## config.mk

```make
export PLATFORM = sky130hd
export DESIGN_NAME = rdcla_adder64
export DESIGN_NICKNAME = d
export VERILOG_FILES = /design/src/rtl/rdcla_pkg.sv /design/src/rtl/rdcla_gp_cell.sv /design/src/rtl/rdcla_adder64.sv
export SDC_FILE = /design/constraint.sdc
export NUM_CORES = 1
export LEC_CHECK = 0
export BUFFER_PORTS_ARGS = -buffer_cell sky130_fd_sc_hd__buf_4
export CAP_MARGIN = 20
export CORE_AREA = 3 3 109 111
export CTS_BUF_LIST = sky130_fd_sc_hd__clkbuf_8
export CTS_CLUSTER_DIAMETER = 80
export DETAILED_ROUTE_END_ITERATION = 7
export DIE_AREA = 0 0 112 114
export PLACE_DENSITY = 0.95
export SETUP_SLACK_MARGIN = 0.02
export SLEW_MARGIN = 20
export SYNTH_ARGS = -nofsm -noshare
export SYNTH_HDL_FRONTEND = slang
export SYNTH_SLANG_ARGS = --single-unit
```

## constraint.sdc

```tcl
create_clock -name clk -period 1.71 [get_ports clk]
set_input_delay 0.2565 -clock clk [delete_from_list [all_inputs] [get_ports clk]]
set_output_delay 0.2565 -clock clk [all_outputs]
set_load 0.02 [all_outputs]
```

## src/rtl/rdcla_pkg.sv

```systemverilog
// Shared definitions for the recursive-doubling carry-lookahead adder.
// Holds the default datapath width, the matching prefix depth and the
// generate/propagate pair that flows through the prefix network.
package rdcla_pkg;

    localparam int RDCLA_WIDTH  = 64;
    localparam int RDCLA_LEVELS = 6;

    // Group generate / group propagate pair carried through the prefix tree
    typedef struct packed {
        logic g;
        logic p;
    } gp_t;

endpackage

```

## src/rtl/rdcla_gp_cell.sv

```systemverilog
// Prefix combine operator for the carry-lookahead network.
// Merges a higher-order group (hi) with the adjacent lower-order group (lo):
// the merged group generates if hi generates, or hi propagates a carry
// generated by lo; it propagates only if both halves propagate.
module rdcla_gp_cell
    import rdcla_pkg::*;
(
    input  gp_t hi,
    input  gp_t lo,
    output gp_t gp
);

    assign gp.g = hi.g | (hi.p & lo.g);
    assign gp.p = hi.p & lo.p;

endmodule

```

## src/rtl/rdcla_adder64.sv

```systemverilog
// Registered WIDTH-bit adder with carry-in and carry-out built on a
// Kogge-Stone style parallel-prefix carry network (log2(WIDTH) levels).
// One result per clock; the only state is the output register, so there
// is no combinational path from the operand inputs to the outputs.
module rdcla_adder64
    import rdcla_pkg::*;
#(
    parameter int WIDTH = RDCLA_WIDTH
) (
    input  logic             clk,
    input  logic             rst_n,
    input  logic             in_valid,
    input  logic [WIDTH-1:0] in1,
    input  logic [WIDTH-1:0] in2,
    input  logic             cin,
    output logic [WIDTH-1:0] sum,
    output logic             cout,
    output logic             out_valid
);

    // Prefix depth follows the width; it is not meant to be overridden.
    localparam int LEVELS = $clog2(WIDTH);

    logic [WIDTH-1:0] g;
    logic [WIDTH-1:0] p;
    logic [WIDTH:0]   c;
    logic [WIDTH-1:0] sum_nxt;

    // lvl[k][i] is the (G,P) pair of bit i entering prefix level k.
    // The final level is evaluated inline below because only its
    // generate term (the carry) is consumed.
    gp_t lvl [LEVELS][WIDTH];

    // ---- bit-level generate / propagate ----
    assign g = in1 & in2;
    assign p = in1 ^ in2;

    // Carry-in acts as a generate at position -1. Folding it into bit 0
    // up front means every group that reaches bit 0 already includes cin,
    // so a pass-through node's G is the finished carry into the next bit.
    genvar i, k;
    generate
        for (i = 0; i < WIDTH; i++) begin : g_lvl0
            if (i == 0) begin : g_bit0
                assign lvl[0][0] = '{g: g[0] | (p[0] & cin), p: p[0]};
            end else begin : g_bitn
                assign lvl[0][i] = '{g: g[i], p: p[i]};
            end
        end

        // ---- prefix levels 0 .. LEVELS-2: span doubles every level ----
        for (k = 0; k < LEVELS - 1; k++) begin : g_level
            localparam int D = 1 << k;
            for (i = 0; i < WIDTH; i++) begin : g_node
                if (i >= D) begin : g_comb
                    rdcla_gp_cell u_cell (
                        .hi (lvl[k][i]),
                        .lo (lvl[k][i-D]),
                        .gp (lvl[k+1][i])
                    );
                end else begin : g_pass
                    assign lvl[k+1][i] = lvl[k][i];
                end
            end
        end

        // ---- last prefix level: only the group generate (carry) is needed ----
        for (i = 0; i < WIDTH; i++) begin : g_carry
            localparam int DL = 1 << (LEVELS - 1);
            if (i >= DL) begin : g_comb
                assign c[i+1] = lvl[LEVELS-1][i].g
                              | (lvl[LEVELS-1][i].p & lvl[LEVELS-1][i-DL].g);
            end else begin : g_pass
                assign c[i+1] = lvl[LEVELS-1][i].g;
            end
        end
    endgenerate

    // ---- sum formation ----
    assign c[0]    = cin;
    assign sum_nxt = p ^ c[WIDTH-1:0];

    // Output register: capture on valid, hold data otherwise; valid follows input.
    always_ff @(posedge clk or negedge rst_n) begin
        if (!rst_n) begin
            sum       <= '0;
            cout      <= 1'b0;
            out_valid <= 1'b0;
        end else begin
            out_valid <= in_valid;
            if (in_valid) begin
                sum  <= sum_nxt;
                cout <= c[WIDTH];
            end
        end
    end

endmodule

```

==> results of run 1 <==
==> per-layer routing <==
layer	overflow	track usage, %
met1	3	67.4
met2	60	95.3
met3	2	45.1
met4	47	82.9
met5	0	0.392
==> Yosys cell counts, drive strengths merged, types with 3 or more instances <==
master	n
nand4	22
xor2	24
inv	17
ha	63
a21o	26
buf	16
a211oi	10
a31oi	12
nand2b	3
nand2	66
nor2b	3
o221ai	3
and3	4
xnor2	29
o21bai	8
o31a	3
a2111oi	5
o31ai	5
nand3	11
clkbuf	24
a21boi	4
o21ai	57
o211ai	9
or3	5
o21a	11
dfrtp	66
nor3	15
nor2	50
and2	4
a21oi	83
mux2	49
or2	4
==> repair_timing <==
action                                 in CTS
setup buffers                              21
setup endpoints to repair                  61
endpoints found under the hold margin      30
pin swaps                                  58
hold buffers                                1
gates resized for setup                   113
==> logic make-up after synthesis <==
kind of cell | Yosys count
adders and majority gates | 65
muxes | 49
and+or+nand+nor | 194
DFF | 66
buffers and inverters | 57
xor gates and xnor gates | 53
AOI/OAI and AO/OA | 257
==> through the flow <==
| step | utilization (%) | std cells | hold WS [ns] |
|---|---|---|---|
| CTS | 97.2 | 1302 | 0.315 |
| detailed placement | 89.3 | 1267 | 0.227 |
| global placement | 89.3 | 1267 | 0.223 |
| floorplan | - | 741 | -0.0391 |
==> reports/metrics.cfg, run 1 <==
[status]
outcome = did not finish
lastStage = global routing (5_1_grt)
firstError = [ERROR GRT-0116] Global routing finished with congestion. Check the congestion regions in the DRC Viewer.

[placement]
placed_area_um2 = 9720
dp_hpwl_um = 21600
dp_worst_setup_slack_ns = -1.44
gp_congestion = 0.960
port_buffers = 197

[synth]
synth_compound_area_share_pct = 26.8
synth-main-ff-cell = dfrtp_1
synth_simple_gate_area_share_pct = 14.5
yosysTopAreaCell = dfrtp_1
seq_area_frac_synth_pct = 26.0
async_flop_share_pct = 100
synth_edf_count = 0
synthAdderAreaFrac_pct = 13.0
synth_cell_types = 65
syn_nets = 938
synth-seq-cells = 66
syn-cell-area_um2 = 6360
ys_warn_count = 0
syn_inst = 741
synth_mux_area_share_pct = 8.68
synth_xor_area_share_pct = 7.30
synth.avg_cell_area_um2 = 8.58
synth_top_area_share_pct = 26.0
synth_top_family_by_area = compound AO/OA/AOI/OAI gates
synthTopCellsByArea = dfrtp_1, ha_1, mux2_2, a21oi_1, xnor2_1

[floorplan]
die_h_um = 114
die_w_um = 112
row_count = 38
ios = 198
start_util_pct = 58.4

[global_route]
overflow = 112
grt_usage_pct = 70.8
grt_max_degree = 47
grt_pass1_vias = 11778
grt_pass1_wl_um = 70000

[clocking]
htree_levels = 3
clock_sinks = 66
cts_buffers = 9
cts_root_buf = clkbuf_8
clock_path_buffers = 2

==> run 2: changes to the inputs <==
- CORE_AREA: 3 3 109 111 -> 3 3 131 133
- CTS_BUF_LIST: sky130_fd_sc_hd__clkbuf_8 -> not set
- CTS_CLUSTER_DIAMETER: 80 -> not set
- DIE_AREA: 0 0 112 114 -> 0 0 134 136
- PLACE_DENSITY: 0.95 -> not set
- PLACE_DENSITY_LB_ADDON: not set -> 0.15
- SETUP_SLACK_MARGIN: 0.02 -> not set
==> reports/metrics.cfg, run 2 <==
[pwr]
netSwitchingFraction_pct = 36.6
vdd_drop_max_uv = 491
clkPwrFrac_pct = 22.3
p_int_mw = 5.59
seqPwrFrac_pct = 25.0
power_switching_mw = 3.22
powerDensity_nw_per_um2 = 809
comb_power_share_pct = 52.7
leakage_nw = 5.29

[sta]
drv_slew = 0
fin_skew_ns = 0
rsz0062_at_grt = yes
tns_ns = -48.81
fmax_mhz = 360
whs_ns = 0.333
worst_slew_pin_slew_ns = 0.637
relSlewSlack_pct = 57.1
post-route-min-period_ns = 2.78
finalHoldViolCount = 0
period_share_pct = 163
setup_slack_ns = -1.07
setup_violations = 61

[detailed_routing]
dr_total_vias = 7299
drt_wl_total_um = 22200
drt_first_pass_iters = 5
ant_nets = 0
routedWlPerCell_um = 16.0
vias_per_cell = 5.26
drt-initial-drc-count = 370
drc_errors = 0

[synth]
synth_top_family_by_area = compound AO/OA/AOI/OAI gates
synth.avg_cell_area_um2 = 8.58  ; unchanged
seq_area_frac_synth_pct = 26.0  ; unchanged
syn_nets = 938  ; unchanged
synthTopCellsByArea = dfrtp_1, ha_1, mux2_2, a21oi_1, xnor2_1
synth_xor_area_share_pct = 7.30  ; unchanged
synth_common_cells = a21oi_1, dfrtp_1, nand2_1, ha_1, nor2_1
synth-main-ff-cell = dfrtp_1
syn-cell-area_um2 = 6360  ; unchanged
syn_inst = 741  ; unchanged
synth_edf_count = 0  ; unchanged
synth_top_area_share_pct = 26.0  ; unchanged
synth-seq-cells = 66  ; unchanged
synth_most_common_cell = a21oi_1
synth_mux_area_share_pct = 8.68  ; unchanged
synth_compound_area_share_pct = 26.8  ; unchanged
synth_cell_types = 65  ; unchanged
synth_simple_gate_area_share_pct = 14.5  ; unchanged
yosysTopAreaCell = dfrtp_1
async_flop_share_pct = 100  ; unchanged
ys_warn_count = 0  ; unchanged
synthAdderAreaFrac_pct = 13.0  ; unchanged

[layout]
diodes = 0
fin_util_pct = 68.3
final_common_cell = buf_4
final_cell_mix = buf_4, a21oi_1, dfrtp_1, nand2_1, ha_1
top_register = sum
largest_reg_flops = 64
reg.largest.list = sum: 64 flops, cout: 1 flops, out_valid: 1 flops
layout.cells.non_filler = 1388
fillerInstances = 1322
area_growth_syn_to_layout_pct = 71.3
drive_above_1_share_pct = 51.6
fin_nets = 1364

[clocking]
cts_root_buf = clkbuf_16
clock_sinks = 66  ; unchanged
clock_latency_ns = 0.34
cts_buffers = 9  ; unchanged
clkTransAtPathRegs_ns = 0.06
htree_levels = 3  ; unchanged
cts_tree = done
clock_path_buffers = 2  ; unchanged

[setup_path]
r2r_cells = 2
reg2reg_slack_ns = 0.79
max_stage_delay_ns = 0.40
crit_start = in1[0]
crit_path_end_kind = flop
crit_path_max_fanout = 3
critPathKind = input pin to flop
path_cells = buf_6 -> fa_2 -> fa_2 -> a211oi_2 -> o211ai_1 -> buf_4 -> a21oi_2 -> o21a_1 -> buf_12 -> buf_12 -> nand2_8 -> a31o_4 -> a21boi_2 -> xnor2_1 -> mux2_2
worstReg2RegEnd = sum[62]$_DFFE_PN0P_
arrival_ns = 3.01
cp-start-kind = input pin
crit_slowest_cell = fa_2
crit_required_ns = 1.94
r2r_start = sum[62]$_DFFE_PN0P_

[worst_hold_path]
min-delay-start = in_valid
hold_class = input pin to flop
holdPathStages = 2
hold_end = out_valid$_DFF_PN0_

[global_route]
grt_antenna_before_repair = 0
grt_usage_pct = 23.9
grt_pass1_wl_um = 35400
grt_pass1_vias = 7300
overflow = 0
grt_max_degree = 67

[placement]
dp_hpwl_um = 17200  ; -21%
gp_congestion = 0.912  ; -5.0%
placed_cells = 1351  ; +6.6%
port_buffers = 197  ; unchanged

[job]
maxCapViolCount = 0

[status]
outcome = finished with violations
violations = setup timing

[floorplan]
start_util_pct = 39.9  ; -19 points
ios = 198  ; unchanged
die_h_um = 136  ; +19%
dieArea_um2 = 18200
die_w_um = 134  ; +20%
coreArea_um2 = 15900
row_count = 46  ; +21%

==> run 2: cell counts after synthesis <==
Identical to the previous run, type by type.
==> run 2: worst max path at each step <==
stage,end,slack [ns],depth (start not counted)
detailed placement,sum[24]$_DFFE_PN0P_,-1.46,13
global route,sum[58]$_DFFE_PN0P_,-1.18,14
CTS,sum[58]$_DFFE_PN0P_,-1.00,14
finish,sum[38]$_DFFE_PN0P_,-1.07,15
global placement,sum[24]$_DFFE_PN0P_,-1.36,13
floorplan,sum[58]$_DFFE_PN0P_,-1.14,11
==> run 2: final cells by class <==
cell class | count | area [um^2] | share of cell area, %
clock buffers | 11 | 253 | 2.32
clock inverters | 5 | 52.6 | 0.482
inverters | 17 | 63.8 | 0.586
multi-input cells | 618 | 5060 | 46.5
flip-flops and latches | 66 | 1650 | 15.2
well taps | 216 | 270 | 2.48
repair buffers | 455 | 3540 | 32.5
==> run 2: cell families (layout without fill, tap and decap cells) <==
family                   Yosys count  after routing
XOR/XNOR                          53             53
AND/OR/NAND/NOR                  194            194
multiplexers                      49             49
buffers and inverters             57            488
adder cells (fa/ha/maj)           65             65
AO/OA/AOI/OAI                    257            257
flip-flops                        66             66
==> run 2: metrics by stage <==
step           power (mW)  cell area, um^2  setup WS (ns)
2_1_floorplan        4.35             6510          -1.14
3_3_place_gp         6.37             9890          -1.36
3_5_place_dp         6.43             9890          -1.46
4_1_cts              8.65            10600          -1.00
5_1_grt              9.31            10900          -1.18
6_report             8.81            10900          -1.07
==> run 2: layer usage <==
layer	global-route usage, %	vias up	part of all wire [%]
met1	31.4	3444	45
met5	0	-	0
li1	-	3613	-
met2	39.6	197	47
met3	4.26	45	4.9
met4	8.11	0	2.7
==> run 2: power groups by stage <==
stage | Sequential, mW | Clock [mW] | Combinational (mW)
6_report | 2.20 | 1.96 | 4.64
5_1_grt | 2.25 | 2.06 | 5.00
4_1_cts | 2.20 | 2.01 | 4.44
3_5_place_dp | 2.22 | 0 | 4.21
3_3_place_gp | 2.21 | 0 | 4.16
2_1_floorplan | 2.65 | 0 | 1.71
==> run 2: critical path: cells and delay by family <==
family	cells	cell delay, ns
buffers and inverters	4	0.48
multiplexers	1	0.25
XOR/XNOR	1	0.07
AND/OR/NAND/NOR	1	0.05
adder cells (fa/ha/maj)	2	0.78
AO/OA/AOI/OAI	6	1.09
==> run 2: repair_timing <==
item / 4_1_cts / 5_1_grt
endpoints found under the hold margin: 66 / 0
hold buffers: 1 / 0
endpoints found under the setup margin: 59 / 61
setup buffers: 13 / 12
gates resized for setup: 70 / 59
pin swaps: 45 / 29
Power figures use the tool's default switching activity.
==> run 3: changes to the inputs <==
- CELL_PAD_IN_SITES_DETAIL_PLACEMENT: not set -> 1
- CELL_PAD_IN_SITES_GLOBAL_PLACEMENT: not set -> 1
- CORE_AREA: 3 3 131 133 -> 3 3 132 134
- DIE_AREA: 0 0 134 136 -> 0 0 135 137
- clock period: 1.71 -> 2.8 ns (I/O delays scaled with it)
==> reports/metrics.cfg, run 3 (synthesis results as in run 2) <==
[floorplan]
ios = 198  ; unchanged
dieArea_um2 = 18500  ; +1.5%
die_h_um = 137  ; +0.74%
die_w_um = 135  ; +0.75%
start_util_pct = 38.7  ; -1.1 points
row_count = 47  ; +2.2%
coreArea_um2 = 16400  ; +2.9%

[sta]
fmax_mhz = 362
finalHoldViolCount = 0  ; unchanged
drv_slew = 0  ; unchanged
setup_slack_ns = 0.0365  ; +1.11 ns
rsz0062_at_grt = yes
tns_ns = 0  ; +48.81 ns
setup_violations = 0  ; -100%
period_share_pct = 98.7
whs_ns = 0.218  ; -0.115 ns
fin_skew_ns = 0  ; unchanged
worst_slew_pin_slew_ns = 0.951  ; +0.314 ns
post-route-min-period_ns = 2.76
relSlewSlack_pct = 36.6  ; -21 points

[placement]
placed_area_um2 = 9230  ; -6.7%
dp_worst_setup_slack_ns = -0.565  ; +0.891 ns
dp_hpwl_um = 20300  ; +18%
port_buffers = 197  ; unchanged
placed_cells = 1281  ; -5.2%
gp_congestion = 0.962  ; +5.6%

[setup_path]
r2r_start = sum[62]$_DFFE_PN0P_
crit_path_end_kind = flop
crit_start = in1[0]
critPathKind = input pin to flop
crit_path_max_fanout = 4  ; +1
worstReg2RegEnd = sum[62]$_DFFE_PN0P_
cp-start-kind = input pin
r2r_cells = 2  ; unchanged
arrival_ns = 2.99  ; -0.02 ns
crit_required_ns = 3.03  ; +1.09 ns
reg2reg_slack_ns = 1.88  ; +1.09 ns

[layout]
final_common_cell = buf_4
fin_nets = 1275  ; -6.5%
final_cell_mix = buf_4, a21oi_1, dfrtp_1, nand2_1, ha_1
area_growth_syn_to_layout_pct = 57.3
fin_area_um2 = 10000  ; -8.2%
fin_util_pct = 60.9  ; -7.4 points
diodes = 0  ; unchanged
drive_above_1_share_pct = 46.6  ; -5.0 points
reg.largest.list = sum: 64 flops, cout: 1 flops, out_valid: 1 flops
top_register = sum
layout.cells.non_filler = 1303  ; -6.1%
largest_reg_flops = 64  ; unchanged

[pwr]
power_switching_mw = 2.02  ; -37%
clkPwrFrac_pct = 21.3  ; -1.0 points
seqPwrFrac_pct = 26.3  ; +1.3 points
netSwitchingFraction_pct = 39.4  ; +2.8 points
leakage_nw = 4.66  ; -12%
vdd_drop_max_uv = 278  ; -43%
p_int_mw = 3.11  ; -44%
powerDensity_nw_per_um2 = 513  ; -37%
power.total_mw = 5.13  ; -42%
comb_power_share_pct = 52.3  ; -0.4 points

[global_route]
grt_pass1_vias = 8006  ; +9.7%
grt_antenna_before_repair = 0  ; unchanged
grt_pass1_wl_um = 40600  ; +15%
grt_max_degree = 67  ; unchanged
overflow = 0  ; unchanged
grt_usage_pct = 27.3  ; +3.5 points

[detailed_routing]
vias_per_cell = 5.67  ; +7.8%
drc_errors = 0  ; unchanged
drt_wl_total_um = 27000  ; +22%
drt_first_pass_iters = 4  ; -1
dr_total_vias = 7389  ; +1.2%
drt-initial-drc-count = 290  ; -22%
routedWlPerCell_um = 20.8  ; +30%
ant_nets = 0  ; unchanged

[clocking]
cts_root_buf = clkbuf_16
cts_tree = done
holdBufCountCts = 0  ; -1
clock_sinks = 66  ; unchanged
htree_levels = 3  ; unchanged
cts_buffers = 9  ; unchanged
clock_path_buffers = 2  ; unchanged
clock_latency_ns = 0.34  ; about the same
clkTransAtPathRegs_ns = 0.06  ; about the same

[status]
outcome = finished clean

[worst_hold_path]
hold_class = input pin to asynchronous set/reset pin

[job]
maxCapViolCount = 0  ; unchanged

==> run 3: timing repair <==
| action | CTS | global route |
|---|---|---|
| pin swaps | 13 | 21 |
| gates resized for setup | 12 | 72 |
| buffers inserted | 6 | 2 |
| endpoints found under the setup margin | 30 | 33 |
==> run 3: layer usage <==
| layer | track usage [%] | wire (um) | vias to the layer above |
|---|---|---|---|
| met1 | 32.1 | 10900 | 3685 |
| met3 | 3.68 | 1150 | 52 |
| met5 | 0 | 0 | - |
| li1 | - | - | 3429 |
| met4 | 9.85 | 635 | 0 |
| met2 | 50.8 | 14400 | 223 |
==> run 3: layout make-up <==
| class | count | area (um^2) |
|---|---|---|
| Clock inverter | 5 | 30.0 |
| Sequential cell | 66 | 1650 |
| Timing Repair Buffer | 366 | 2760 |
| Fill cell | 1899 | 6410 |
| Multi-Input combinational cell | 618 | 4970 |
| Inverter | 17 | 63.8 |
| Tap cell | 220 | 275 |
| Clock buffer | 11 | 243 |
==> run 3: how the worst max path moves through the flow <==
stage,end,slack (ns),cells after the start
global route,sum[50]$_DFFE_PN0P_,-0.13,12
detailed placement,sum[60]$_DFFE_PN0P_,-0.56,13
floorplan,sum[58]$_DFFE_PN0P_,-0.21,11
finish,sum[58]$_DFFE_PN0P_,0.04,12
global placement,sum[60]$_DFFE_PN0P_,-0.42,13
CTS,sum[60]$_DFFE_PN0P_,-0.004,13
==> run 3: power by group through the flow <==
stage          Clock (mW)  Combinational, mW  Sequential, mW
2_1_floorplan           0               1.02            1.62
3_3_place_gp            0               2.40            1.35
3_5_place_dp            0               2.49            1.36
4_1_cts              1.10               2.54            1.35
5_1_grt              1.13               2.87            1.38
6_report             1.09               2.68            1.35
==> run 3: worst max-delay path: stages <==
cell       delay [ns]
buf_6            0.09
fa_2             0.40
fa_2             0.38
a211oi_2         0.23
o211ai_1         0.16
a21oi_2          0.24
o21a_4           0.22
a2111oi_4        0.09
nor3_4           0.26
o21ai_2          0.09
xor2_1           0.14
mux2_4           0.26
==> run 4: changes to the inputs <==
- GPL_TIMING_DRIVEN: not set -> 0
- PLACE_DENSITY: not set -> 0.85
- PLACE_DENSITY_LB_ADDON: 0.15 -> not set
==> reports/metrics.cfg, run 4 (synthesis results as in run 2) <==
[clocking]
clock_path_buffers = 2  ; unchanged
clkTransAtPathRegs_ns = 0.06  ; about the same
cts_tree = done
holdBufCountCts = 0  ; unchanged
cts_root_buf = clkbuf_16
clock_latency_ns = 0.34  ; about the same
htree_levels = 3  ; unchanged
clock_sinks = 66  ; unchanged
cts_buffers = 9  ; unchanged

[sta]
worst_slew_pin_slew_ns = 0.943  ; -0.00802 ns
setup_violations = 23  ; +23
period_share_pct = 108  ; +9.3 points
fin_skew_ns = 0  ; unchanged
drv_slew = 0  ; unchanged
fmax_mhz = 331  ; -8.6%
setup_slack_ns = -0.224  ; -0.260 ns
whs_ns = 0.182  ; -0.0358 ns
post-route-min-period_ns = 3.02  ; +0.260 ns
finalHoldViolCount = 0  ; unchanged
relSlewSlack_pct = 37.1  ; +0.53 points
rsz0062_at_grt = yes

[setup_path]
r2r_start = sum[62]$_DFFE_PN0P_
max_stage_delay_ns = 0.42  ; +0.02 ns
worstReg2RegEnd = sum[62]$_DFFE_PN0P_
crit_path_max_fanout = 4  ; unchanged
path_cells = buf_8 -> fa_2 -> fa_2 -> a211oi_2 -> o211ai_1 -> a21oi_2 -> o21a_4 -> a2111oi_4 -> nor3_4 -> buf_6 -> o21ai_2 -> xor2_1 -> mux2_4
crit_slowest_cell = fa_2
cp-start-kind = input pin
crit_path_end_kind = flop
critPathKind = input pin to flop
worst_path_most_repeated_cell = fa_2
crit_required_ns = 3.03  ; about the same
reg2reg_slack_ns = 1.87  ; about the same
crit_start = cin
r2r_cells = 2  ; unchanged
arrival_ns = 3.25  ; +0.26 ns

[layout]
final_cell_mix = buf_4, a21oi_1, dfrtp_1, nand2_1, ha_1
largest_reg_flops = 64  ; unchanged
fin_nets = 1171  ; -8.2%
multi_input_area_um2 = 4940  ; -0.55%
diodes = 0  ; unchanged
top_register = sum
fillerInstances = 1933  ; +1.8%
ff_latch_area_um2 = 1650  ; unchanged
reg.largest.list = sum: 64 flops, cout: 1 flops, out_valid: 1 flops
area_growth_syn_to_layout_pct = 43.1
drive_above_1_share_pct = 38.2  ; -8.4 points
final_common_cell = buf_4

[global_route]
grt_max_degree = 67  ; unchanged
grt_pass1_vias = 7085  ; -12%
grt_pass1_wl_um = 36700  ; -9.7%
grt_usage_pct = 24.8  ; -2.5 points
overflow = 0  ; unchanged
grt_antenna_before_repair = 0  ; unchanged

[placement]
dp_hpwl_um = 18200  ; -11%
gp_congestion = 0.844  ; -12%
port_buffers = 197  ; unchanged

[job]
maxCapViolCount = 0  ; unchanged

[detailed_routing]
vias_per_cell = 5.68  ; +0.16%
ant_nets = 0  ; unchanged
drt_first_pass_iters = 5  ; +1
drt-initial-drc-count = 337  ; +16%
routedWlPerCell_um = 20.1  ; -3.0%
dr_total_vias = 6793  ; -8.1%
drt_wl_total_um = 24100  ; -11%
drc_errors = 0  ; unchanged

[pwr]
leakage_nw = 4.08  ; -13%
power.total_mw = 4.81  ; -6.1%
powerDensity_nw_per_um2 = 529  ; +3.2%
vdd_drop_max_uv = 342  ; +23%

[floorplan]
ios = 198  ; unchanged
die_h_um = 137  ; unchanged
row_count = 47  ; unchanged
start_util_pct = 38.7  ; unchanged
dieArea_um2 = 18500  ; unchanged
die_w_um = 135  ; unchanged
coreArea_um2 = 16400  ; unchanged

[status]
outcome = finished with violations
violations = setup timing

[worst_hold_path]
hold_class = input pin to asynchronous set/reset pin

==> run 4: per-stage QoR <==
step	std cells	utilization, %	worst slack [ns]	setup TNS (ns)	cell area, um^2
CTS	1179	52.4	-0.185	-1.38	8600
finish	1196	55.5	-0.224	-2.81	9100
global route	1196	55.5	-0.302	-4.84	9100
detailed placement	1158	49.9	-0.883	-22.90	8180
floorplan	741	-	-0.212	-1.53	6430
global placement	1158	49.9	-0.849	-21.73	8180
==> run 4: worst max-delay path by stage <==
stage                                      to  depth (start not counted)  slack, ns
final                     sum[58]$_DFFE_PN0P_                         13      -0.22
after CTS                 sum[58]$_DFFE_PN0P_                         13      -0.18
after global routing      sum[58]$_DFFE_PN0P_                         13      -0.30
after floorplan           sum[58]$_DFFE_PN0P_                         11      -0.21
after detailed placement  sum[58]$_DFFE_PN0P_                         12      -0.88
after global placement    sum[58]$_DFFE_PN0P_                         12      -0.85
==> run 4: repair_timing <==
item / 4_1_cts / 5_1_grt
setup endpoints to repair: 32 / 37
buffers inserted: 9 / 19
pin swaps: 17 / 31
resized for setup: 23 / 77
==> run 4: layer usage <==
layer	up-vias	wire length [um]	track usage, %
met5	-	0	0
met4	0	603	9.41
met3	38	1270	4.30
met2	223	12100	43.6
met1	3317	10100	30.5
li1	3215	-	-
==> run 4: cell type report <==
type | instances | share of cell area [%]
multi-input cells | 618 | 54.3
repair buffers | 225 | 18.8
flip-flops and latches | 66 | 18.2
well taps | 220 | 3.03
clock buffers | 13 | 2.86
plain buffers | 37 | 2.10
inverters | 17 | 0.701
==> run 4: where the power goes <==
group	internal, mW	leakage, nW	switching, mW
clock network	0.635	0.128	0.447
logic	1.10	3.18	1.31
registers	1.19	0.769	0.140
==> run 4: worst max-delay path, delay by kind of cell <==
| family | cells | cell delay, ns |
|---|---|---|
| AO/OA/AOI/OAI | 6 | 1.18 |
| XOR/XNOR | 1 | 0.14 |
| adder cells (fa/ha/maj) | 2 | 0.80 |
| buffers and inverters | 2 | 0.26 |
| multiplexers | 1 | 0.27 |
| AND/OR/NAND/NOR | 1 | 0.16 |
